--- config.mk ---
export PLATFORM = sky130hd
export DESIGN_NAME = bcd_digit_feeder
export DESIGN_NICKNAME = d
export VERILOG_FILES = /design/src/rtl/bcd_digit_feeder.sv
export SDC_FILE = /design/constraint.sdc
export NUM_CORES = 1
export LEC_CHECK = 0
export BUFFER_PORTS_ARGS = -buffer_cell sky130_fd_sc_hd__buf_2
export CORE_ASPECT_RATIO = 0.7
export CORE_MARGIN = 3
export CORE_UTILIZATION = 49
export DETAILED_ROUTE_END_ITERATION = 16
export PLACE_DENSITY = 0.71
export SYNTH_ARGS = -nofsm -noshare
export SYNTH_HDL_FRONTEND = slang
export SYNTH_SLANG_ARGS = --single-unit
--- constraint.sdc ---
create_clock -name clk -period 1.8 [get_ports clk]
set_input_delay 0.09 -clock clk [delete_from_list [all_inputs] [get_ports clk]]
set_output_delay 0.09 -clock clk [all_outputs]
set_load 0.05 [all_outputs]
--- src/rtl/bcd_digit_feeder.sv ---
// Sequential 16-bit binary to 4-digit BCD converter (double dabble, one bit per clock)
// feeding the seven-segment multiplexer. Optional macro: BCD_OVERFLOW_ERR_EN ("Errr" on overflow).
module bcd_digit_feeder #(
    parameter logic [3:0] DP_MASK = 4'b1111
) (
    input  logic        clk,
    input  logic        reset,
    input  logic        start,
    input  logic [15:0] value,
    output logic        busy,
    output logic        done,
    output logic [3:0]  hex3,
    output logic [3:0]  hex2,
    output logic [3:0]  hex1,
    output logic [3:0]  hex0,
    output logic [3:0]  dp_out,
    output logic [1:0]  dbg_state
);

    typedef enum logic [1:0] {
        IDLE   = 2'd0,
        SHIFT  = 2'd1,
        COMMIT = 2'd2
    } state_t;

`ifdef BCD_OVERFLOW_ERR_EN
    localparam logic [15:0] OVF_CODE = 16'hEAAA;
`else
    localparam logic [15:0] OVF_CODE = 16'h9999;
`endif

    state_t      r_state;
    logic [15:0] r_bin;
    logic [19:0] r_bcd;
    logic [3:0]  r_cnt;
    logic        r_ovf;
    logic        r_busy;
    logic        r_done;
    logic [15:0] r_hex;
    logic [19:0] w_bcd_adj;

    // Add-3 correction on every BCD nibble before the shift.
    always_comb begin
        w_bcd_adj = r_bcd;
        for (int i = 0; i < 5; i++) begin
            if (r_bcd[i*4 +: 4] >= 4'd5)
                w_bcd_adj[i*4 +: 4] = r_bcd[i*4 +: 4] + 4'd3;
        end
    end

    // start is sampled only in IDLE; done is a single-cycle pulse in the cycle the
    // new digits first appear, and busy is already low in that cycle.
    always_ff @(posedge clk) begin
        if (reset) begin
            r_state <= IDLE;
            r_bin   <= 16'h0000;
            r_bcd   <= 20'h00000;
            r_cnt   <= 4'd0;
            r_ovf   <= 1'b0;
            r_busy  <= 1'b0;
            r_done  <= 1'b0;
            r_hex   <= 16'h0000;
        end else begin
            r_done <= 1'b0;
            case (r_state)
                IDLE: begin
                    if (start) begin
                        r_bin   <= value;
                        r_bcd   <= 20'h00000;
                        r_ovf   <= (value > 16'd9999);
                        r_cnt   <= 4'd15;
                        r_busy  <= 1'b1;
                        r_state <= SHIFT;
                    end
                end
                SHIFT: begin
                    {r_bcd, r_bin} <= {w_bcd_adj[18:0], r_bin, 1'b0};
                    if (r_cnt == 4'd0)
                        r_state <= COMMIT;
                    else
                        r_cnt <= r_cnt - 4'd1;
                end
                COMMIT: begin
                    r_hex   <= r_ovf ? OVF_CODE : r_bcd[15:0];
                    r_done  <= 1'b1;
                    r_busy  <= 1'b0;
                    r_state <= IDLE;
                end
                default: begin
                    r_busy  <= 1'b0;
                    r_state <= IDLE;
                end
            endcase
        end
    end

    assign busy      = r_busy;
    assign done      = r_done;
    assign hex3      = r_hex[15:12];
    assign hex2      = r_hex[11:8];
    assign hex1      = r_hex[7:4];
    assign hex0      = r_hex[3:0];
    assign dp_out    = DP_MASK;
    assign dbg_state = r_state;

endmodule

# After elaboration in Yosys (flattened, before gate mapping)
# Index checks and enable logic that the tools add are counted.
[classes]
n_addsub = 6
reduce_logical = 8
eq_ne = 5
mux = 19
bitwise_logic = 1
order_cmp = 6
[op_table]
columns = ["operator", "count"]
rows = [
  ["20-bit case mux with 2 select lines", 1],
  ["16-bit 2-to-1 mux", 2],
  ["16-bit case mux with 2 select lines", 1],
  ["4-bit 2-to-1 mux", 6],
  ["4-bit by 3-bit greater-or-equal comparator with 1-bit output (second input constant)", 5],
  ["20-bit 2-to-1 mux", 1],
  ["4-bit by 2-bit adder with 4-bit output (second input constant)", 4],
  ["16-bit by 14-bit greater-than comparator with 1-bit output (second input constant)", 1],
  ["4-bit case mux with 2 select lines", 1],
  ["2-bit AND reduction", 4],
  ["2-bit != test (second input constant)", 3],
  ["4-bit logical NOT", 1],
  ["2-bit 2-to-1 mux", 2],
  ["2-bit case mux with 2 select lines", 1],
  ["4-bit by 1-bit subtractor with 4-bit output (second input constant)", 1],
  ["3-bit by 2-bit adder with 3-bit output (second input constant)", 1],
  ["3-bit 2-to-1 mux", 1],
  ["3-bit AND reduction", 1],
  ["2-bit by 1-bit == test with 1-bit output (second input constant)", 1],
  ["2-bit == test (second input constant)", 1],
  ["2-bit logical NOT", 1],
  ["1-bit 2-to-1 mux", 2],
  ["1-bit case mux with 2 select lines", 1],
  ["2-bit nonzero test", 1],
  ["1-bit NOT", 1],
]
[totals]
register_bits = 61
wordCells = 53
in_bits = 19

# Depth between registers and ports, before layout
# Gate-level depths: netlist of the first run.
[logic_depth]
word_depth = 3
ltp_mapped = 5

# Least setup slack after synthesis of the first run
# Ideal clock, no wire load.
[synth_path]
path_kind = "reg-to-reg"
startpoint = "register r_state[0], in the netlist dbg_state[0]"
endpoint = "register r_cnt[2]"
t_required_ns = 1.666
arrival_ns = 1.596
stages_incl_launch_ff = 5
setup_time_ns = 0.134
n_path_buf = 1
slack_ns = 0.070
period_less_slack_ns = 1.730
path_cell_list = "dfxtp_1 buf_2 or3b_2 a31oi_1 a311oi_1"
[synth_via]
elab_chain_len = 3
[synth_rtl]
columns = ["element", "line_no", "text"]
rows = [
  ["start: declaration", "32", "state_t r_state;"],
  ["start signal: assignment", "55", "r_state <= IDLE;"],
  ["start signal: assignment", "73", "r_state <= SHIFT;"],
  ["start signal: assignment", "79", "r_state <= COMMIT;"],
  ["2-bit by 1-bit == test with 1-bit output / 2-bit logical NOT (equally long branches)", "65", "case (r_state)"],
  ["2-bit != test (no line) / 2-bit nonzero test (equally long branches)", "--", ""],
  ["3-bit AND reduction (no line)", "--", ""],
  ["end signal: assignment", "81", "r_cnt <= r_cnt - 4'd1;"],
  ["end: declaration", "35", "logic [3:0] r_cnt;"],
]
# Parallel ways exist; a longest one is shown, timed or not.
# A chain may end at the register's enable or synchronous reset.

# Worst setup path after layout of the first run
[layout_path]
startpoint = "register r_cnt[0]"
endpoint = "register r_cnt[1]"
[layout_via]
elab_chain_len = 3
[layout_rtl]
columns = ["element", "line_no"]
rows = [
  ["4-bit by 1-bit subtractor with 4-bit output / 4-bit logical NOT (equally long branches)", "81, 78"],
  ["4-bit 2-to-1 mux / 2-bit != test (equally long branches)", "--"],
  ["4-bit case mux with 2 select lines / 3-bit AND reduction (equally long branches)", "--"],
]
# Parallel ways exist; a longest one is shown, timed or not. The select of a mux whose other input is x is not followed.

==> impl_metrics.toml, run 1 <==
[cells_and_area]
finish.utilization_pct = 63.4
final_layout_size_suffix_gt1_share_pct = 18.5
num-nets-final = 396
layout_commonest_cell = "dfxtp_1"
multi_input_area_um2 = 1380
synthToLayoutAreaGrowth_pct = 18.2
seq_area_um2 = 1140
nFillCells = 454
n_antenna_cell = 0
layout.cells.non_filler = 442
final_cell_mix = "dfxtp_1 (57), nand2_1 (42), buf_2 (38)"
final_area_um2 = 3200

[power]
seqPwrFrac_pct = 44.3
netSwitchingFraction_pct = 27.7
clkPwrFrac_pct = 41.1
p_comb_share_pct = 14.6
p_switching_uw = 876
power.density_nw_per_um2 = 987
irDropWorstVdd_mv = 0.556
internal_power_mw = 2.28
leakagePower_nw = 1.22

[sta]
finalMaxSlewViolations = 0
hold_viol = 0
setup_viol = 0
clock_skew_ns = 0.00972
finalSetupTns_ns = 0
relSlewSlack_pct = 61.4
grt_setup_unrepaired = "no"
worstMarginPinSlew_ns = 0.579
fin_crit_ns = 1.62
post-route-period-util_pct = 90.1
fmax_mhz = 617

[floorplan]
ios = 43
placementRows = 21
dieArea_um2 = 6460
core_um2 = 5040
die_h_um = 68.2
start_util_pct = 53.6
chipWidth_um = 94.8

[global_routing]
grt_usage_pct = 22.4
grt_pass1_vias = 2263
grt_max_degree = 44
antenna_found_initial = 0
overflow = 0
grt_pass1_wl_um = 11000

[detailed_routing]
wl_per_cell_um = 14.8
drcViolationCount = 0
drtIter0Drc = 165
final_antenna_net_count = 0
routed_wl_um = 6560
post_drt_via_cell_ratio = 5.48
num_vias = 2423
drtPass1Iterations = 4

[clock_tree]
cts_max_level = 3
cts_root_buf = "clkbuf_8"
cts_buffers = 9
clk_pin_slew_ns = 0.06
cts.path.max_buffers = 2
cts.sinks = 57
cts_tree = "yes"
postCtsSetupBuffers = 0
insertion_delay_ns = 0.34
cts_hold_buf = 1
cts-resized-gates = 0

[logic_synthesis]
avgSynthCellArea_um2 = 8.25
yosys_warnings = 0
synth_flop_cell = "dfxtp_1"
netlist_instances = 328
ys_ff_latch = 57
synth_edf_count = 0
netlist_top_cells_area = "dfxtp_1 (42%), nand2_1 (5.8%), a311oi_1 (5.2%), ha_1 (4.2%), nor3_1 (3.7%)"
ys_types = 40
synth_area_leader_cell = "dfxtp_1"
seq_area_frac_synth_pct = 42.2
synth-async-reset-ratio_pct = 0
synth_top_cell_area_share_pct = 42.2
synth_area_um2 = 2710

[critical_path]
crit_family = "simple AND/OR/NAND/NOR gates"
cp_slowest_cell = "or3b_1"
max_stage_delay_ns = 0.39
required_ns = 2.02
end_kind = "flop"
start_kind = "flop"
path_cells = "inv_1 -> ha_1 -> or3b_1 -> and2_1 -> o311a_1"
crit_type = "reg2reg"
cp_max_fo = 4
arrival_ns = 1.85
critPathBufInv = 1

[worst_hold_path]
hp-class = "in2reg"

[placed_design]
placed_area_um2 = 2980
globalplace.congestion = 0.816
dp_hpwl_um = 4720
io_buffer_count = 38
dp_cells = 425

[outcome]
status = "completed"

[run]
drv_cap = 0
## power groups by stage
stage	registers, mW	clock network (mW)	logic, mW
after CTS	1.40	1.31	0.463
after global routing	1.41	1.38	0.513
after global placement	1.42	0	0.450
after floorplan	1.45	0	0.298
after detailed placement	1.43	0	0.458
final	1.40	1.30	0.462
## stage by stage
step                      power [mW]  setup slack [ns]  hold slack, ns
after floorplan                 1.75            0.0704           0.238
after global placement          1.87             0.261           0.337
after detailed placement        1.88             0.213           0.353
after CTS                       3.17             0.189         0.00745
after global routing            3.30            0.0377          0.0209
final                           3.16             0.178          0.0153
## layout make-up
| class | count | share of cell area (%) |
|---|---|---|
| multi-input cells | 229 | 43.1 |
| repair buffers | 52 | 9.71 |
| clock buffers | 11 | 4.11 |
| inverters | 19 | 2.23 |
| well taps | 69 | 2.70 |
| flip-flops and latches | 57 | 35.7 |
| clock inverters | 5 | 2.50 |
## path summary, 6_finish.rpt
kind | start | endpoint | slack (ns) | cells past startpoint
worst max-delay path | r_cnt[0]$_SDFFE_PP0P_ | r_cnt[1]$_SDFFE_PP0P_ | 0.18 | 5
worst max register to register | r_cnt[0]$_SDFFE_PP0P_ | r_cnt[1]$_SDFFE_PP0P_ | 0.18 | 5
worst min-delay path | value[3] | r_bin[3]$_SDFFE_PP0P_ | 0.02 | 3
worst min register to register | r_hex[5]$_SDFFE_PP0P_ | r_hex[5]$_SDFFE_PP0P_ | 0.45 | 2
## routing by layer
metal,wire length [um],share of wire (%),GRT usage (%),vias up
met4,86,1.3,8.09,0
met5,0,0,0,-
met3,434,6.6,7.25,10
met1,3350,51,32.8,1099
met2,2690,41,30.2,71
li1,-,-,-,1243
## registers in the layout, indices dropped and copies added, names as in the netlist
name	count
busy	1
r_hex	16
r_bin	16
done	1
dbg_state	2
r_cnt	4
r_bcd	16
r_ovf	1
## synthesized netlist by cell type, drive strengths merged, types with 3 or more instances
cell and number:
dfxtp 57, nand2 42, nor2 26, buf 20, nor3 20, inv 19, a311oi 16, nand3 16
a21oi 15, ha 9, o2111ai 8, o211ai 8, o21ai 8, or3 8, nand2b 7, clkbuf 6
nor2b 5, nor4b 4, o21a 4, a211oi 3, and3 3, o41ai 3, or3b 3, xnor2 3
## worst register-to-register path: stages (launching register included)
cell	delay (ns)
dfxtp_1	0.33
inv_1	0.06
ha_1	0.19
or3b_1	0.40
and2_1	0.20
o311a_1	0.33
## logic make-up after synthesis
group	count (synthesis)	synth area share (%)
buffers and inverters	45	7.35
XOR/XNOR	3	0.972
flip-flops	57	42.2
AO/OA/AOI/OAI	71	19.1
adder cells (fa/ha/maj)	9	4.16
AND/OR/NAND/NOR	142	26.1
other	1	0.139
No activity file was read; power rests on OpenSTA's default activity.
==> run 2, diff against run 1 <==
==> config.mk (replaced) <==
export PLATFORM = sky130hd
export DESIGN_NAME = bcd_digit_feeder
export DESIGN_NICKNAME = d
export VERILOG_FILES = /design/src/rtl/bcd_digit_feeder.sv
export SDC_FILE = /design/constraint.sdc
export NUM_CORES = 1
export LEC_CHECK = 0
export CORE_ASPECT_RATIO = 0.7
export CORE_UTILIZATION = 49
export DETAILED_ROUTE_END_ITERATION = 16
export DONT_BUFFER_PORTS = 1
export SYNTH_ARGS = -nofsm -noshare
export SYNTH_HDL_FRONTEND = slang
export SYNTH_SLANG_ARGS = --single-unit
==> run 2 against run 1 <==
Against the previous run:
- power is 4.2% higher
- critical endpoint is now r_bin[1]$_SDFFE_PP0P_
- maximum frequency rose by 1.0%
- register-to-register slack gained 0.02 ns
- clock skew fell by 0.00096 ns
- sequential power about the same
- critical path depth fell by 1
- critical path type unchanged
- core utilization decreased by 1.8 points
==> impl_metrics.toml, run 2 (synthesized netlist as in run 1, its figures left out) <==
[outcome]
status = "completed"

[placed_design]
dp_hpwl_um = 4380
globalplace.congestion = 0.797
io_buffer_count = 0

[power]
seqPwrFrac_pct = 43.3
clkPwrFrac_pct = 43.1
p_comb_share_pct = 13.6
netSwitchingFraction_pct = 26.7
internal_power_mw = 2.41
p_switching_uw = 879
power.density_nw_per_um2 = 1010
leakagePower_nw = 1.17
irDropWorstVdd_mv = 0.712

[critical_path]
required_ns = 2.03
max_stage_delay_ns = 0.59
crit_type = "reg2reg"
crit_family = "flip-flops"
cp_slowest_cell = "dfxtp_1"
start_kind = "flop"
end_kind = "flop"
cp_max_fo = 14
arrival_ns = 1.84
path_cells = "and2b_1 -> buf_4 -> nand2_1 -> a311oi_1"
critPathBufInv = 1

[detailed_routing]
num_vias = 2404
post_drt_via_cell_ratio = 5.60
routed_wl_um = 6620
final_antenna_net_count = 0
wl_per_cell_um = 15.4
drtPass1Iterations = 4
drcViolationCount = 0
drtIter0Drc = 164

[sta]
hold_viol = 0
post-route-period-util_pct = 89.2
fmax_mhz = 623
grt_setup_unrepaired = "no"
worstMarginPinSlew_ns = 0.751
finalSetupTns_ns = 0
setup_viol = 0
relSlewSlack_pct = 49.9
finalMaxSlewViolations = 0
fin_crit_ns = 1.61
clock_skew_ns = 0.00876

[floorplan]
ios = 43
die_h_um = 64.2
start_util_pct = 51.2
chipWidth_um = 90.8
core_um2 = 5290
placementRows = 22
dieArea_um2 = 5830

[cells_and_area]
reg_top3 = "r_bcd (16), r_bin (16), r_hex (16)"
final_cell_mix = "dfxtp_1 (57), nand2_1 (42), nor2_1 (26)"
layout_commonest_cell = "dfxtp_1"
final_layout_size_suffix_gt1_share_pct = 11.2
n_antenna_cell = 0
finish.utilization_pct = 61.6
synthToLayoutAreaGrowth_pct = 20.3
num-nets-final = 380

[global_routing]
grt_max_degree = 47
grt_usage_pct = 23.9
antenna_found_initial = 0
use_met1_pct = 34.3
grt_pass1_vias = 2187
use_met2_pct = 33.1
globalRouteMet3Util_pct = 8.93
grt_busiest_layer = "met1"
overflow = 0
grt_pass1_wl_um = 10800

[clock_tree]
cts-resized-gates = 0
cts_buffers = 9
clk_pin_slew_ns = 0.07
postCtsSetupBuffers = 0
cts.sinks = 57
cts_tree = "yes"
cts.path.max_buffers = 2
cts_max_level = 3
insertion_delay_ns = 0.34
cts_root_buf = "clkbuf_8"

[run]
drv_cap = 0

[worst_hold_path]
hp-class = "in2reg"
run 2: changes by cell type in the layout (fill, tap and decap cells not counted):
cell / change
clkinv_4: +1
buf_4: +6
clkbuf_1: -2
clkbuf_8: +3
clkinvlp_4: -2
buf_2: -38
buf_12: +1
dlygate4sd3_1: +15
run 2: power groups by stage:
stage                     clock network (mW)  logic, mW  registers [mW]
after floorplan                            0      0.298            1.45
final                                   1.42      0.446            1.42
after CTS                               1.43      0.442            1.42
after global routing                    1.50      0.489            1.44
after detailed placement                   0      0.391            1.45
after global placement                     0      0.388            1.45
run 2: final timing paths:
check	startpoint	endpoint	slack, ns	cells past startpoint
max	dbg_state[0]$_SDFFE_PP0P_	r_bin[1]$_SDFFE_PP0P_	0.19	4
min	value[14]	r_ovf$_SDFFE_PP0P_	0.001	2
max reg2reg	dbg_state[0]$_SDFFE_PP0P_	r_bin[1]$_SDFFE_PP0P_	0.19	4
min reg2reg	r_bin[7]$_SDFFE_PP0P_	r_bin[8]$_SDFFE_PP0P_	0.48	2
run 2: cell type report:
type                            instances  area [um2]
Clock buffer                           12         165
Clock inverter                          4        73.8
Fill cell                             509        2030
Inverter                               19        71.3
Multi-Input combinational cell        229        1380
Sequential cell                        57        1140
Tap cell                               72        90.1
Timing Repair Buffer                   36         335
run 2: layer usage:
layer	up-vias	routed length, um	part of all wire (%)
li1	1215	-	-
met1	1121	3440	52
met2	62	2740	41
met3	6	392	5.9
met4	0	53	0.80
met5	-	0	0
run 2: timing repair:
| item | in CTS | in global routing |
|---|---|---|
| hold buffers | 17 | 0 |
| endpoints found under the setup margin | 0 | 0 |
| hold endpoints to repair | 46 | 0 |
run 2: per-stage QoR:
step                      cell area, um2  power (mW)  instances  hold WS (ns)  setup slack (ns)
after floorplan                     2720        1.75        331         0.238            0.0704
after global placement              2830        1.84        396         0.164             0.258
after detailed placement            2830        1.84        396         0.165             0.195
after CTS                           3250        3.29        429       0.00385             0.170
after global routing                3250        3.42        429        0.0333            0.0392
final                               3250        3.29        429       0.00118             0.195
